`config.mk`:
```
export PLATFORM = sky130hd
export DESIGN_NAME = pipe_stage_reg
export DESIGN_NICKNAME = d
export VERILOG_FILES = /design/src/rtl/pipe_stage_pkg.sv /design/src/rtl/pipe_stage_reg_sat_counter.sv /design/src/rtl/pipe_stage_reg.sv
export SDC_FILE = /design/constraint.sdc
export NUM_CORES = 1
export LEC_CHECK = 0
export ABC_AREA = 0
export ABC_CLOCK_PERIOD_IN_PS = 2920
export CAP_MARGIN = 20
export CELL_PAD_IN_SITES_DETAIL_PLACEMENT = 1
export CELL_PAD_IN_SITES_GLOBAL_PLACEMENT = 1
export CORE_MARGIN = 2
export CORE_UTILIZATION = 34
export CTS_CLUSTER_DIAMETER = 40
export DETAILED_ROUTE_END_ITERATION = 8
export GPL_ROUTABILITY_DRIVEN = 1
export PLACE_DENSITY = 0.83
export SETUP_SLACK_MARGIN = 0.1
export SYNTH_ARGS = -nofsm -noshare
export SYNTH_HDL_FRONTEND = slang
export SYNTH_HIERARCHICAL = 1
export SYNTH_SLANG_ARGS = --single-unit
```
`constraint.sdc`:
```
create_clock -name CLK -period 2.92 [get_ports CLK]
set_input_delay 0.584 -clock CLK [delete_from_list [all_inputs] [get_ports CLK]]
set_output_delay 0.584 -clock CLK [all_outputs]
set_load 0.005 [all_outputs]
```
`src/rtl/pipe_stage_pkg.sv`:
```
// Shared types and constants for the generic pipeline-stage register.
package pipe_stage_pkg;

  typedef enum logic [1:0] {
    EMPTY = 2'd0,
    HALF  = 2'd1,
    FULL  = 2'd2
  } pstage_state_t;

  localparam int DEPTH_LATCH = 1;
  localparam int DEPTH_SKID  = 2;

  function automatic logic [1:0] state_occupancy(input pstage_state_t s);
    logic [1:0] occ;
    case (s)
      EMPTY:   occ = 2'd0;
      HALF:    occ = 2'd1;
      FULL:    occ = 2'd2;
      default: occ = 2'd0;
    endcase
    return occ;
  endfunction

endpackage

```
`src/rtl/pipe_stage_reg_sat_counter.sv`:
```
// Saturating up-counter with synchronous clear; clear wins over increment.
module sat_counter #(
  parameter int CNT_W = 16
) (
  input  logic             clk,
  input  logic             rst,
  input  logic             inc,
  input  logic             clr,
  output logic [CNT_W-1:0] cnt
);

  logic [CNT_W-1:0] cnt_q;
  logic [CNT_W-1:0] cnt_d;

  always_comb begin
    cnt_d = cnt_q;
    if (clr) begin
      cnt_d = '0;
    end else if (inc && !(&cnt_q)) begin
      cnt_d = cnt_q + CNT_W'(1);
    end
  end

  always_ff @(posedge clk or posedge rst) begin
    if (rst) begin
      cnt_q <= '0;
    end else begin
      cnt_q <= cnt_d;
    end
  end

  assign cnt = cnt_q;

endmodule

```
`src/rtl/pipe_stage_reg.sv`:
```
// Pipeline-stage register: data + control payload through a valid/ready
// handshake, optional 2-entry skid buffer, flush-to-bubble and a bubble counter.
module pipe_stage_reg
  import pipe_stage_pkg::*;
#(
  parameter int                DATA_W      = 64,
  parameter int                CTRL_W      = 16,
  parameter logic [CTRL_W-1:0] BUBBLE_CTRL = '0,
  parameter int                DEPTH       = 1,
  parameter int                CNT_W       = 16
) (
  input  logic              CLK,
  input  logic              RST,
  input  logic              in_valid,
  output logic              in_ready,
  input  logic [DATA_W-1:0] in_data,
  input  logic [CTRL_W-1:0] in_ctrl,
  output logic              out_valid,
  input  logic              out_ready,
  output logic [DATA_W-1:0] out_data,
  output logic [CTRL_W-1:0] out_ctrl,
  input  logic              flush,
  input  logic              cnt_clr,
  output logic [1:0]        occupancy,
  output logic [CNT_W-1:0]  bubble_cnt,
  output logic [1:0]        dbg_state
);

  if (DEPTH != DEPTH_LATCH && DEPTH != DEPTH_SKID) begin : g_bad_depth
    $fatal(1, "pipe_stage_reg: DEPTH must be 1 or 2");
  end

  pstage_state_t     state_q, state_d;
  logic [DATA_W-1:0] main_data_q, main_data_d;
  logic [CTRL_W-1:0] main_ctrl_q, main_ctrl_d;
  logic [DATA_W-1:0] skid_data_q, skid_data_d;
  logic [CTRL_W-1:0] skid_ctrl_q, skid_ctrl_d;
  logic              in_ready_q, in_ready_d;
  logic              main_valid;
  logic              in_fire;
  logic              out_fire;
  logic              bubble_inc;

  // Handshake: a beat moves on a side only in a cycle where both valid and
  // ready are high at the rising edge; flush kills the output beat and any
  // concurrent input beat, so neither side transfers while it is asserted.
  assign main_valid = (state_q != EMPTY);
  assign out_valid  = main_valid & ~flush;
  assign out_fire   = out_valid & out_ready;
  assign in_fire    = in_valid & in_ready & ~flush;
  assign out_data   = out_valid ? main_data_q : '0;
  assign out_ctrl   = out_valid ? main_ctrl_q : BUBBLE_CTRL;

  // The skid variant has no combinational path from out_ready to in_ready.
  assign in_ready = (DEPTH == DEPTH_SKID) ? in_ready_q
                                          : ((state_q == EMPTY) | out_ready);

  always_comb begin
    state_d     = state_q;
    main_data_d = main_data_q;
    main_ctrl_d = main_ctrl_q;
    skid_data_d = skid_data_q;
    skid_ctrl_d = skid_ctrl_q;
    if (flush) begin
      state_d     = EMPTY;
      main_data_d = '0;
      main_ctrl_d = BUBBLE_CTRL;
      skid_data_d = '0;
      skid_ctrl_d = BUBBLE_CTRL;
    end else begin
      case (state_q)
        EMPTY: begin
          if (in_fire) begin
            state_d     = HALF;
            main_data_d = in_data;
            main_ctrl_d = in_ctrl;
          end
        end
        HALF: begin
          if (in_fire && out_fire) begin
            main_data_d = in_data;
            main_ctrl_d = in_ctrl;
          end else if (out_fire) begin
            state_d = EMPTY;
          end else if (in_fire && (DEPTH == DEPTH_SKID)) begin
            state_d     = FULL;
            skid_data_d = in_data;
            skid_ctrl_d = in_ctrl;
          end
        end
        FULL: begin
          if (out_fire) begin
            state_d     = HALF;
            main_data_d = skid_data_q;
            main_ctrl_d = skid_ctrl_q;
          end
        end
        default: state_d = EMPTY;
      endcase
    end
    in_ready_d = (state_d != FULL);
  end

  always_ff @(posedge CLK or posedge RST) begin
    if (RST) begin
      state_q     <= EMPTY;
      main_data_q <= '0;
      main_ctrl_q <= BUBBLE_CTRL;
      skid_data_q <= '0;
      skid_ctrl_q <= BUBBLE_CTRL;
      in_ready_q  <= 1'b1;
    end else begin
      state_q     <= state_d;
      main_data_q <= main_data_d;
      main_ctrl_q <= main_ctrl_d;
      skid_data_q <= skid_data_d;
      skid_ctrl_q <= skid_ctrl_d;
      in_ready_q  <= in_ready_d;
    end
  end

  assign occupancy  = state_occupancy(state_q);
  assign dbg_state  = state_q;
  assign bubble_inc = ~out_valid;

  sat_counter #(
    .CNT_W(CNT_W)
  ) u_bubble_cnt (
    .clk(CLK),
    .rst(RST),
    .inc(bubble_inc),
    .clr(cnt_clr),
    .cnt(bubble_cnt)
  );

endmodule
```
---- Yosys cells after proc, flatten, opt, wreduce, memory -nomap -nowiden ----
Index checks and enable logic that the tools add are counted.
operators by class
  add/sub/neg operators ................... 1
  eq/ne operators ......................... 7
  multiplexer cells ....................... 21
  bitwise logic cells ..................... 7
  reductions and logical operators ........ 10
operators by type and width
  cell                     number
  $mux W64                 5
  $pmux W64 S3             1
  $mux W16                 7
  $pmux W16 S3             1
  $add A16 B1 Y16 const B  1
  $reduce_and A16 Y1       1
  $ne A3 B3 Y1 const B     5
  $mux W2                  5
  $reduce_and A4 Y1        2
  $pmux W2 S3              1
  $and A1 B1 Y1            4
  $pmux W2 S2              1
  $reduce_bool A2 Y1       2
  $reduce_bool A4 Y1       1
  $eq A2 B1 Y1 const B     1
  $eq A2 B2 Y1 const B     1
  $logic_and A1 B1 Y1      2
  $logic_not A2 Y1         1
  $not A1 Y1               2
  $logic_not A1 Y1         1
  $or A1 B1 Y1             1
storage, ports and cells
  bits in registers ....................... 98
  input port bits ......................... 86
  output and inout port bits .............. 102
  word-level logic and storage cells ...... 50

---- Logic depth before layout (Yosys ltp) ----
  word-level depth ........................ 8
  gate-level depth with buffers ........... 10
  gate-level depth less buffers ........... 6

---- Cells and area by module ----
The synthesis kept the hierarchy.
modules (own cells, without submodules)
  module          instances  cells each  area an instance (um2)  seq. area each (um2)
  pipe_stage_reg  1          466         4634.4                  2026.9
  sat_counter     1          104         922.1                   400.4

---- Least setup slack after synthesis ----
Ideal clock, no wire load.
  path kind ............................... input to register
  start ................................... input port flush
  end ..................................... register u_bubble_cnt.cnt_q[13], in the netlist u_bubble_cnt/cnt[13]
  setup time .............................. 0.078 ns
  data arrival time ....................... 2.315 ns
  data required time ...................... 2.842 ns
  slack ................................... 0.527 ns
  stages .................................. 10
  path buffers ............................ 4
  cells stage by stage .................... buf_2 -> nor2b_1 -> buf_2 -> buf_2 -> inv_2 -> nand3_1 -> or3_1 -> clkbuf_2 -> or4_1 -> a21oi_1
between the ends
  longest elaborated chain between the ends .. 5
RTL lines
  item                                 line                              text
  start, declared                      pipe_stage_reg.sv:22              input logic flush,
  $not A1 Y1                           pipe_stage_reg.sv:48              assign out_valid = main_valid & ~flush;
  $and A1 B1 Y1                        pipe_stage_reg.sv:48
  net out_valid                        pipe_stage_reg.sv:18              output logic out_valid,
  $not A1 Y1                           pipe_stage_reg.sv:124             assign bubble_inc = ~out_valid;
  net bubble_inc                       pipe_stage_reg.sv:42              logic bubble_inc;
  $logic_and A1 B1 Y1                  pipe_stage_reg_sat_counter.sv:19  end else if (inc && !(&cnt_q)) begin
  $reduce_bool A2 Y1 (no source line)  -
  end signal, assigned                 pipe_stage_reg_sat_counter.sv:28  cnt_q <= cnt_d;
  end, declared                        pipe_stage_reg_sat_counter.sv:12  logic [CNT_W-1:0] cnt_q;
The timed path passes the listed nets, and every way through them passes these cells.
A chain may end at the register's enable or synchronous reset.

---- Final worst setup path ----
  start ................................... register state_q[0], in the netlist dbg_state[0]
  end ..................................... output port out_data[59]
between the ends
  longest elaborated chain between the ends .. 3
RTL lines
  item                    line                   text
  start, declared         pipe_stage_reg.sv:33   pstage_state_t state_q, state_d;
  start signal, assigned  pipe_stage_reg.sv:113  state_q <= state_d;
  $reduce_bool A2 Y1      pipe_stage_reg.sv:47   assign main_valid = (state_q != EMPTY);
  $and A1 B1 Y1           pipe_stage_reg.sv:48
  $mux W64                pipe_stage_reg.sv:51   assign out_data = out_valid ? main_data_q : '0;
  end, declared           pipe_stage_reg.sv:20   output logic [DATA_W-1:0] out_data,
Every way passes these cells.

==> results.md <==
- The number of sinks handled by clock tree synthesis is 97.
- The average wire length per cell after detail routing is 17.5 um.
- The final-report hold violation count was 0.
- The routed design has 16400 um of wire.
- Buffers placed on the I/O ports in this run total 185.
- The placed wire-length estimate after detailed placement is 10900 um.
- The layout cell share with drive strength beyond 1 is 9.92%.
- The post-synthesis sequential element count is 97.
- The number of warning messages in the yosys log is 6.
- TritonCTS built the clock tree.
- After synthesis, the mean cell area works out to 9.75 um2.
- Derived from the worst setup path, the maximum achievable clock frequency is 392 MHz.
- Entering global routing, the biggest net connects 162 pins.
- The deepest level of the CTS H-tree is 3.
- The final core utilization is 48.5%.
- The worst setup path is captured at a primary output.
- In this run the tightest slew margin relative to its limit is 26.8%.
- Summed over all nets, the switching power comes to 0.754 mW.
- The initial utilization of the core area, before any placement, comes to 34.9%.
- The number of cells produced by synthesis is 570.
- The most common flop cell mapped by yosys is sky130_fd_sc_hd__dfrtp_1.
- Setup repair after global routing left no endpoint under its margin.
- The internal power component is 2.26 mW.
- The initial DRC count is 208.
- The number of rows created at floorplan is 46.
- The total power draw is 3.01 mW.
- The horizontal extent of the die is 132 um.
- The filler-free cell count of the finished design is 932.
- The tool flagged a number of max-cap violations equal to 0.
- The area added between synthesis and finish is 39.3%.
- After detailed routing, the number of remaining DRC violations is 0.
- The flow ran to the end, and the final reports show no timing, DRC or antenna violations.
- For this design the static power due to leakage is 3.11 nW.
- After detailed placement, the design holds a cell count of 919.
- In this run the count of I/O pins placed on the die edge is 188.
- For this run, the total global-route usage over all layers was measured as 19.0%.
- The clock tree buffer depth is 2.
- The maximum vdd ir drop is 0.277 mV.
- The kind of start point of the critical path is a register.
- Dividing the final minimum period by the clock period gives 87.3%.
- Summing every instance area after synthesis gives 5560 um2.
- The first global-routing pass estimated 27200 um of wire.
- Per report_power, the sequential group accounts for 48.2% of the total.
- The region available for standard cell placement spans 15900 um2.
- The number of global-route vias before repair is 5117.
- The tree is rooted in a sky130_fd_sc_hd__clkbuf_16.
- For this run, the register share of the synthesized area comes to 43.7%.
- At the end of routability-driven placement, the weighted congestion stood at 0.835.
- At the worst endpoint, the arrival time is 1.97 ns.
- Net switching is 25.0% of the power.
- The category of the critical setup timing path is reg2out.
- After the last flow step, the layout net total stands at 801.
- Summed over its instances, the top area cell type makes up 43.7% of the synthesized netlist area.
- After layout, the minimum clock period comes to 2.55 ns.
- The total negative slack is 0 ns.
- In this run, the combinational gates consume 16.5% of the power.
- After clock tree synthesis, the clock-pin slew on the worst setup and hold paths is 0.06 ns.
- The height of the die is 132 um.
- In this run the remaining antenna-violating nets after routing total 0.
- The number of buffers added for setup after CTS is 0.
- The final-report max-slew violation count was 0.
- By area the synthesized netlist is led by sky130_fd_sc_hd__dfrtp_1 (44%), sky130_fd_sc_hd__a21bo_1 (14%), sky130_fd_sc_hd__and2_1 (9.0%).
- At the worst endpoint, the required time is 2.34 ns.
- At the later pin of the worst-skew pair, clock insertion delay measures 0.35 ns.
- In this run the worst hold path is classified as reg2reg.
- The maximum net fanout on the critical path is 50.
- In this run, the clock network consumes 35.3% of the power.
- In the routed layout, each cell is associated on average with a via count of 5.06.
- The area of the die is 17400 um2.
- The number of instances resized during post-cts repair is 0.
- The number of synthesized flops with an enable pin is 0.
- The antenna diode instance count is 0.
- The transition time at the pin with the least slew margin is 1.10 ns.
- The most common cell in the synthesized netlist is sky130_fd_sc_hd__dfrtp_1.
- The number of vias in the routed layout is 4718.
- TritonCTS created 9 clock buffers.
- The number of different library cells in the post-synthesis netlist is 41.
- Setup violations remaining at the end of the flow were counted as 0.
- For this run, asynchronously set or reset flops after synthesis account for 100%.
- The clock skew is 0.00727 ns.
- The number of antenna violations at the first check in global routing is 0.
- The cell taking the most area after synthesis is sky130_fd_sc_hd__dfrtp_1.
- Ranked by instance count, the synthesized netlist is headed by sky130_fd_sc_hd__dfrtp_1 (97), sky130_fd_sc_hd__nand3_1 (85), sky130_fd_sc_hd__a21bo_1 (80), sky130_fd_sc_hd__and2_1 (80), sky130_fd_sc_hd__a21oi_1 (51).
- Hold repair after CTS inserted 0 buffers.
- The residual overflow from global routing is 0.
- The detailed-routing iteration count for the pre-antenna-repair pass is 4.
- For this design the ratio of total power to cell area is 389 nW/um2.
==> final timing paths <==
check,depth (start not counted),end,startpoint,slack (ns)
hold / removal,1,u_bubble_cnt/cnt[4],u_bubble_cnt/cnt[4],0.53
hold reg to reg,1,u_bubble_cnt/cnt[4],u_bubble_cnt/cnt[4],0.53
setup reg to reg,7,u_bubble_cnt/cnt[15],dbg_state[0],0.62
setup / recovery,4,out_data[59],dbg_state[0],0.37
min in group asynchronous,3,main_ctrl_q[10],RST,0.62
max in group asynchronous,2,u_bubble_cnt/cnt[8],RST,1.78
==> area by class of cell <==
type                            instances  area, um2
Fill cell                            1769       8200
Multi-Input combinational cell        403       2770
Sequential cell                        97       2430
Timing Repair Buffer                  194       1990
Tap cell                              216        270
Clock buffer                           12        246
Inverter                                9       35.0
Clock inverter                          1       5.00
==> worst max-delay path, cell delays in order, from the launching register on <==
cell and delay, ns:
sky130_fd_sc_hd__dfrtp_1 0.44, sky130_fd_sc_hd__nor2b_4 0.25, sky130_fd_sc_hd__buf_12 0.21, sky130_fd_sc_hd__and2_1 0.18
sky130_fd_sc_hd__clkdlybuf4s50_1 0.51
==> routing by layer <==
layer	GRT usage, %	vias to the layer above	routed length (um)
li1	-	2261	-
met1	24.6	2318	7530
met2	31.7	124	7870
met3	4.11	15	705
met4	6.22	0	244
met5	0	-	0
==> through the flow <==
step | worst slack [ns] | hold WS [ns] | cell area, um2
5_1_grt | 0.271 | 0.576 | 7740
4_1_cts | 0.325 | 0.538 | 7740
6_report | 0.371 | 0.534 | 7740
3_3_place_gp | 0.547 | 0.502 | 7490
2_1_floorplan | 0.256 | 0.498 | 5560
3_5_place_dp | 0.465 | 0.525 | 7490
==> cells in the final DEF, fill, tap and decap left out, drive strengths merged <==
master,netlist,layout
conb,1,2
a211oi,2,2
nor4,1,1
a21bo,80,80
a2111oi,1,1
mux2i,1,1
o21ai,5,5
nand3,86,86
nor3,2,2
inv,9,8
clkinv,0,2
nand2b,5,5
o31ai,5,5
ha,1,1
o211ai,1,1
and3,2,2
a21boi,1,1
nor2,9,9
mux2,3,3
and2,80,80
o21bai,1,1
nor2b,3,3
nand2,6,6
a31oi,2,2
clkbuf,12,12
dfrtp,97,97
a21oi,89,89
nor3b,1,1
or4,3,3
or2,1,1
buf,50,11
a31o,1,1
or3,8,8
nand4,1,1
clkdlybuf4s50,0,183
==> power groups by stage <==
stage               Clock, mW  Sequential (mW)  Combinational, mW
detailed placement          0             1.48              0.503
finish                   1.06             1.45              0.498
CTS                      1.11             1.45              0.506
floorplan                   0             1.46              0.287
global route             1.16             1.46              0.548
global placement            0             1.47              0.484
==> sequential cells by signal, summed over array words and instances (netlist names) <==
name and count:
main_ctrl_q 16, dbg_state 1, main_data_q 64, u_bubble_cnt/cnt 16
==> cell families after synthesis <==
logic type	count (synthesis)	synth area share (%)
AO/OA/AOI/OAI	188	27.3
adder cells (fa/ha/maj)	1	0.225
buffers and inverters	71	6.87
flip-flops	97	43.7
multiplexers	4	0.788
other	1	0.0675
AND/OR/NAND/NOR	208	21.0
No activity file was read; power rests on OpenSTA's default activity.
